===== config.mk =====
export PLATFORM = sky130hd
export DESIGN_NAME = countdown_hms
export DESIGN_NICKNAME = d
export VERILOG_FILES = /design/src/rtl/countdown_hms.sv
export SDC_FILE = /design/constraint.sdc
export NUM_CORES = 1
export LEC_CHECK = 0
export ABC_CLOCK_PERIOD_IN_PS = 2760
export BUFFER_PORTS_ARGS = -buffer_cell sky130_fd_sc_hd__buf_4
export CORE_ASPECT_RATIO = 0.75
export CORE_MARGIN = 5
export CORE_UTILIZATION = 40
export DETAILED_ROUTE_END_ITERATION = 12
export GPL_TIMING_DRIVEN = 0
export MAX_ROUTING_LAYER = met4
export PLACE_DENSITY = 0.61
export SYNTH_ARGS = -nofsm -noshare
export SYNTH_HDL_FRONTEND = slang
export SYNTH_SLANG_ARGS = --single-unit

===== constraint.sdc =====
create_clock -name clk -period 2.76 [get_ports clk]
set_input_delay 0.276 -clock clk [delete_from_list [all_inputs] [get_ports clk]]
set_output_delay 0.276 -clock clk [all_outputs]
set_load 0.01 [all_outputs]

===== src/rtl/countdown_hms.sv =====
// -----------------------------------------------------------------------------
// countdown_hms
//   Loadable BCD hours:minutes:seconds countdown timer. Each 1 Hz tick while
//   running removes one second, borrowing down the digit chain
//   (s1 -> s10 -> m1 -> m10 -> h1 -> h10). Reaching 00:00:00 moves to the
//   terminal EXPIRED state, where the value stays at zero until the next load.
//
// Parameters
//   HOUR_MAX  largest hour value accepted on load (0..39); larger loads clamp
//
// Ports
//   clk                     system clock, rising edge
//   rst                     asynchronous active-high reset
//   tick                    1 Hz strobe, one decrement per strobe in RUN
//   load                    captures ld_* digits (clamped), goes to IDLE
//   ld_h10..ld_s1           load digits (2,4,3,4,3,4 bits)
//   start                   IDLE/PAUSED -> RUN when value is nonzero
//   pause                   RUN -> PAUSED
//   h10,h1,m10,m1,s10,s1    current BCD digits (registered)
//   running                 high in RUN
//   expired                 high in EXPIRED
//   done                    one-cycle pulse on entry to EXPIRED
// -----------------------------------------------------------------------------
module countdown_hms #(
  parameter int HOUR_MAX = 23
) (
  input  logic       clk,
  input  logic       rst,
  input  logic       tick,
  input  logic       load,
  input  logic [1:0] ld_h10,
  input  logic [3:0] ld_h1,
  input  logic [2:0] ld_m10,
  input  logic [3:0] ld_m1,
  input  logic [2:0] ld_s10,
  input  logic [3:0] ld_s1,
  input  logic       start,
  input  logic       pause,
  output logic [1:0] h10,
  output logic [3:0] h1,
  output logic [2:0] m10,
  output logic [3:0] m1,
  output logic [2:0] s10,
  output logic [3:0] s1,
  output logic       running,
  output logic       expired,
  output logic       done
);

  typedef enum logic [1:0] {
    ST_IDLE    = 2'd0,
    ST_RUN     = 2'd1,
    ST_PAUSED  = 2'd2,
    ST_EXPIRED = 2'd3
  } state_t;

  localparam logic [1:0] HMAX_TENS  = 2'(HOUR_MAX / 10);
  localparam logic [3:0] HMAX_UNITS = 4'(HOUR_MAX % 10);
  localparam logic [5:0] HMAX_VAL   = 6'(HOUR_MAX);

  state_t     r_state, w_state_next;
  logic [1:0] r_h10, w_h10_next;
  logic [3:0] r_h1,  w_h1_next;
  logic [2:0] r_m10, w_m10_next;
  logic [3:0] r_m1,  w_m1_next;
  logic [2:0] r_s10, w_s10_next;
  logic [3:0] r_s1,  w_s1_next;
  logic       r_running, r_expired, r_done;
  logic       w_done_next;

  // ---------------------------------------------------------------------------
  // Load-value clamping: units first, then the combined hour value.
  // ---------------------------------------------------------------------------
  logic [3:0] w_ld_h1_c, w_ld_m1_c, w_ld_s1_c;
  logic [2:0] w_ld_m10_c, w_ld_s10_c;
  logic [1:0] w_ld_h10_c;
  logic [3:0] w_ld_h1_f;
  logic [5:0] w_ld_hours;

  assign w_ld_h1_c  = (ld_h1  > 4'd9) ? 4'd9 : ld_h1;
  assign w_ld_m1_c  = (ld_m1  > 4'd9) ? 4'd9 : ld_m1;
  assign w_ld_s1_c  = (ld_s1  > 4'd9) ? 4'd9 : ld_s1;
  assign w_ld_m10_c = (ld_m10 > 3'd5) ? 3'd5 : ld_m10;
  assign w_ld_s10_c = (ld_s10 > 3'd5) ? 3'd5 : ld_s10;
  assign w_ld_hours = ({4'd0, ld_h10} * 6'd10) + {2'd0, w_ld_h1_c};
  assign w_ld_h10_c = (w_ld_hours > HMAX_VAL) ? HMAX_TENS  : ld_h10;
  assign w_ld_h1_f  = (w_ld_hours > HMAX_VAL) ? HMAX_UNITS : w_ld_h1_c;

  // ---------------------------------------------------------------------------
  // One-second decrement with borrow. A digit borrows only when every digit
  // below it is zero; each borrowing digit reloads with its maximum.
  // ---------------------------------------------------------------------------
  logic       w_b_s10, w_b_m1, w_b_m10, w_b_h1, w_b_h10;
  logic [1:0] w_dec_h10;
  logic [3:0] w_dec_h1, w_dec_m1, w_dec_s1;
  logic [2:0] w_dec_m10, w_dec_s10;

  assign w_b_s10 = (r_s1  == 4'd0);
  assign w_b_m1  = w_b_s10 && (r_s10 == 3'd0);
  assign w_b_m10 = w_b_m1  && (r_m1  == 4'd0);
  assign w_b_h1  = w_b_m10 && (r_m10 == 3'd0);
  assign w_b_h10 = w_b_h1  && (r_h1  == 4'd0);

  assign w_dec_s1  = (r_s1 == 4'd0) ? 4'd9 : r_s1 - 4'd1;
  assign w_dec_s10 = !w_b_s10 ? r_s10 : ((r_s10 == 3'd0) ? 3'd5 : r_s10 - 3'd1);
  assign w_dec_m1  = !w_b_m1  ? r_m1  : ((r_m1  == 4'd0) ? 4'd9 : r_m1  - 4'd1);
  assign w_dec_m10 = !w_b_m10 ? r_m10 : ((r_m10 == 3'd0) ? 3'd5 : r_m10 - 3'd1);
  assign w_dec_h1  = !w_b_h1  ? r_h1  : ((r_h1  == 4'd0) ? 4'd9 : r_h1  - 4'd1);
  // h10 never underflows: a zero value is never decremented.
  assign w_dec_h10 = w_b_h10 ? r_h10 - 2'd1 : r_h10;

  logic w_nonzero, w_is_one;
  assign w_nonzero = |{r_h10, r_h1, r_m10, r_m1, r_s10, r_s1};
  assign w_is_one  = ~|{r_h10, r_h1, r_m10, r_m1, r_s10} && (r_s1 == 4'd1);

  // ---------------------------------------------------------------------------
  // Next-state logic. Priority: load > pause > start > tick. A strobe that is
  // not meaningful in the current state falls through to lower priorities.
  // ---------------------------------------------------------------------------
  always_comb begin
    w_state_next = r_state;
    w_h10_next   = r_h10;
    w_h1_next    = r_h1;
    w_m10_next   = r_m10;
    w_m1_next    = r_m1;
    w_s10_next   = r_s10;
    w_s1_next    = r_s1;
    w_done_next  = 1'b0;

    if (load) begin
      w_state_next = ST_IDLE;
      w_h10_next   = w_ld_h10_c;
      w_h1_next    = w_ld_h1_f;
      w_m10_next   = w_ld_m10_c;
      w_m1_next    = w_ld_m1_c;
      w_s10_next   = w_ld_s10_c;
      w_s1_next    = w_ld_s1_c;
    end else if (pause && (r_state == ST_RUN)) begin
      w_state_next = ST_PAUSED;
    end else if (start && ((r_state == ST_IDLE) || (r_state == ST_PAUSED)) && w_nonzero) begin
      // start wins over a coincident tick: no decrement on this edge
      w_state_next = ST_RUN;
    end else if (tick && (r_state == ST_RUN)) begin
      w_h10_next = w_dec_h10;
      w_h1_next  = w_dec_h1;
      w_m10_next = w_dec_m10;
      w_m1_next  = w_dec_m1;
      w_s10_next = w_dec_s10;
      w_s1_next  = w_dec_s1;
      if (w_is_one) begin
        w_state_next = ST_EXPIRED;
        w_done_next  = 1'b1;
      end
    end
  end

  // ---------------------------------------------------------------------------
  // State, digit and flag registers. Flags are decoded from the next state so
  // they line up with the digits on the same cycle.
  // ---------------------------------------------------------------------------
  always_ff @(posedge clk or posedge rst) begin
    if (rst) begin
      r_state   <= ST_IDLE;
      r_h10     <= 2'd0;
      r_h1      <= 4'd0;
      r_m10     <= 3'd0;
      r_m1      <= 4'd0;
      r_s10     <= 3'd0;
      r_s1      <= 4'd0;
      r_running <= 1'b0;
      r_expired <= 1'b0;
      r_done    <= 1'b0;
    end else begin
      r_state   <= w_state_next;
      r_h10     <= w_h10_next;
      r_h1      <= w_h1_next;
      r_m10     <= w_m10_next;
      r_m1      <= w_m1_next;
      r_s10     <= w_s10_next;
      r_s1      <= w_s1_next;
      r_running <= (w_state_next == ST_RUN);
      r_expired <= (w_state_next == ST_EXPIRED);
      r_done    <= w_done_next;
    end
  end

  assign h10     = r_h10;
  assign h1      = r_h1;
  assign m10     = r_m10;
  assign m1      = r_m1;
  assign s10     = r_s10;
  assign s1      = r_s1;
  assign running = r_running;
  assign expired = r_expired;
  assign done    = r_done;

endmodule


==> impl_metrics.json <==
{
  "netlist_area_um2": 1760,
  "fin_crit_sh_pct": 73.3,
  "r2r_slack_ns": 0.74,
  "clockBufferDepth": 2,
  "crit_start": "s10[0]",
  "vdd_ir_drop_max_mv": 0.222,
  "drv_cap": 0,
  "design_area_um2": 2230,
  "row_count": 20,
  "cts.clk_slew.worst_paths_ns": 0.09,
  "ys_warn_count": 0,
  "root_buffer": "clkbuf_8",
  "netlist.area_leader.share_pct": 35.6,
  "postCtsHoldBufs": 0,
  "postSynthCellCount": 189,
  "cts_setup_buffers": 0,
  "cp.arrival_ns": 2.22,
  "hold_viol_final": 0,
  "cp_slowest_cell": "dfrtp_1",
  "grt_pass1_wl_mm": 7.41,
  "cts_tree": "built",
  "die_w_um": 86.6,
  "power_leakage_nw": 1.05,
  "critical_path_buf_inv_count": 1,
  "critPathCaptureType": "flip-flop",
  "crit_chain": "nor2_1, ha_1, nor3b_1, and4_1, buf_2, o21ai_0, o2bb2ai_1",
  "required_ns": 2.96,
  "min-delay-start": "ld_m1[3]",
  "drc_errors": 0,
  "cts.sinks": 25,
  "timing.rr.end": "h1[1]",
  "slew_headroom_pct": 35.1,
  "total_power_uw": 983,
  "drt-total-wl_mm": 4.67,
  "ys_ff_latch": 25,
  "synth.net_count": 222,
  "wl_per_cell_um": 15.8,
  "final_cell_mix": "buf_4 (48), dfrtp_1 (25), inv_1 (17)",
  "antenna_found_initial": 0,
  "gr-usage-met3_pct": 3.90,
  "regToRegStartpoint": "s10[0]",
  "vias": 1626,
  "grt_pass1_vias": 1478,
  "holdPathStages": 2,
  "worstMarginPinSlew_ns": 0.973,
  "fmax_mhz": 494,
  "grtUsageMet1_pct": 25.9,
  "place.gp.congestion": 0.796,
  "die-area_um2": 5840,
  "post-dp-hpwl_mm": 3.60,
  "worst_slack_ns": 0.736,
  "ys.flop_type": "dfrtp_1",
  "drive_gt1_share_pct": 27.0,
  "status": "complete, no violations",
  "crit_end": "h1[1]",
  "grt_max_degree": 26,
  "dr.pass1.iters": 4,
  "cts_htree_levels": 1,
  "cp.depth": 7,
  "synth_area_leaders": "dfrtp_1 (36%), ha_1 (4.3%), o21ai_0 (4.3%)",
  "fin_nets": 275,
  "hp-class": "input port to flip-flop",
  "slowest_delay_ns": 0.43,
  "ant_nets": 0,
  "syn2layout_area_growth_pct": 27.0,
  "portBuffers": 48,
  "dpl_cell_area_um2": 2190,
  "async_flop_share_pct": 100,
  "criticalPathCategory": "flip-flop to flip-flop",
  "cts.repair.resized": 0,
  "grt-ovfl-total": 0,
  "io_pins": 49,
  "clk_latency_ns": 0.27,
  "cp_max_fo": 5,
  "core_area_um2": 4150,
  "rsz0062_at_grt": "false",
  "diodes": 0,
  "finalSetupTns_ns": 0,
  "top_usage_layer": "met1",
  "final_core_util_pct": 53.8,
  "place_ws_ns": 0.552,
  "vias_per_cell": 5.49,
  "critPathLaunchType": "flip-flop",
  "start_util_pct": 42.3,
  "avgSynthCellArea_um2": 9.31,
  "synth_top_area_cell": "dfrtp_1",
  "slew_violations": 0,
  "cp_top_family": "simple AND/OR/NAND/NOR gates",
  "grt_usage_pct": 16.9,
  "fin_crit_ns": 2.02,
  "use_met2_pct": 22.7,
  "setup_viol": 0,
  "r2r_cells": 7,
  "die_h_um": 67.4,
  "synth-seq-area-share_pct": 35.6,
  "ys_types": 52,
  "first_iter_violations": 90,
  "final_common_cell": "buf_4",
  "cts_inserted_buffers": 3,
  "synth_edf_count": 0,
  "finClkSkew_ns": 0.00634,
  "power.density_nw_per_um2": 440
}
[through the flow]
stage,instances,hold slack (ns)
after floorplan,189,0.303
after global placement,292,0.497
after detailed placement,292,0.500
after CTS,296,0.200
after global routing,296,0.193
final,296,0.201
[cells in the mapped netlist (5+ instances only)]
cell type / n
nor2b_1: 7
a31oi_1: 6
dfrtp_1: 25
nor4_1: 5
inv_1: 17
a21oi_1: 11
nor2_1: 10
ha_1: 6
nor3b_1: 5
and4_1: 5
nand2_1: 8
o21ai_0: 15
[final cells by class]
class                           instances  area, um2
Timing Repair Buffer                   48        360
Sequential cell                        25        626
Buffer                                  7       45.0
Multi-Input combinational cell        140       1020
Inverter                               17       63.8
Tap cell                               55       68.8
Clock buffer                            4       45.0
Fill cell                             411       1920
[where the power goes]
| part | internal, mW | switching, mW | leakage (nW) |
|---|---|---|---|
| registers | 0.403 | 0.0584 | 0.310 |
| clock network | 0.104 | 0.122 | 0.0228 |
| logic | 0.148 | 0.147 | 0.714 |
| total | 0.655 | 0.328 | 1.05 |
[cell families (layout without fill, tap and decap cells)]
group                    count (synthesis)  in the layout  synth area share [%]
flip-flops                              25             25                  35.6
buffers and inverters                   24             76                  6.19
XOR/XNOR                                 5              5                  2.49
multiplexers                             5              5                  2.92
AO/OA/AOI/OAI                           60             60                  22.7
AND/OR/NAND/NOR                         63             63                  24.8
adder cells (fa/ha/maj)                  7              7                  5.41
[state kept, by name, summed over array words and instances, names as in the netlist]
signal   cells
h1           4
m1           4
s1           4
m10          3
s10          3
h10          2
r_state      2
done         1
expired      1
running      1
[worst min path at each step]
| stage | end | slack, ns |
|---|---|---|
| global placement | m1[2] | 0.50 |
| finish | m1[2] | 0.20 |
| detailed placement | m1[2] | 0.50 |
| floorplan | done | 0.30 |
| CTS | m1[2] | 0.20 |
| global route | m1[2] | 0.19 |
[routing by layer]
metal  routed length [um]  vias up
li1                     -      818
met1                 2580      762
met2                 1820       44
met3                  247        2
met4                   19        0
met5                    0        -
Power figures use the tool's default switching activity.
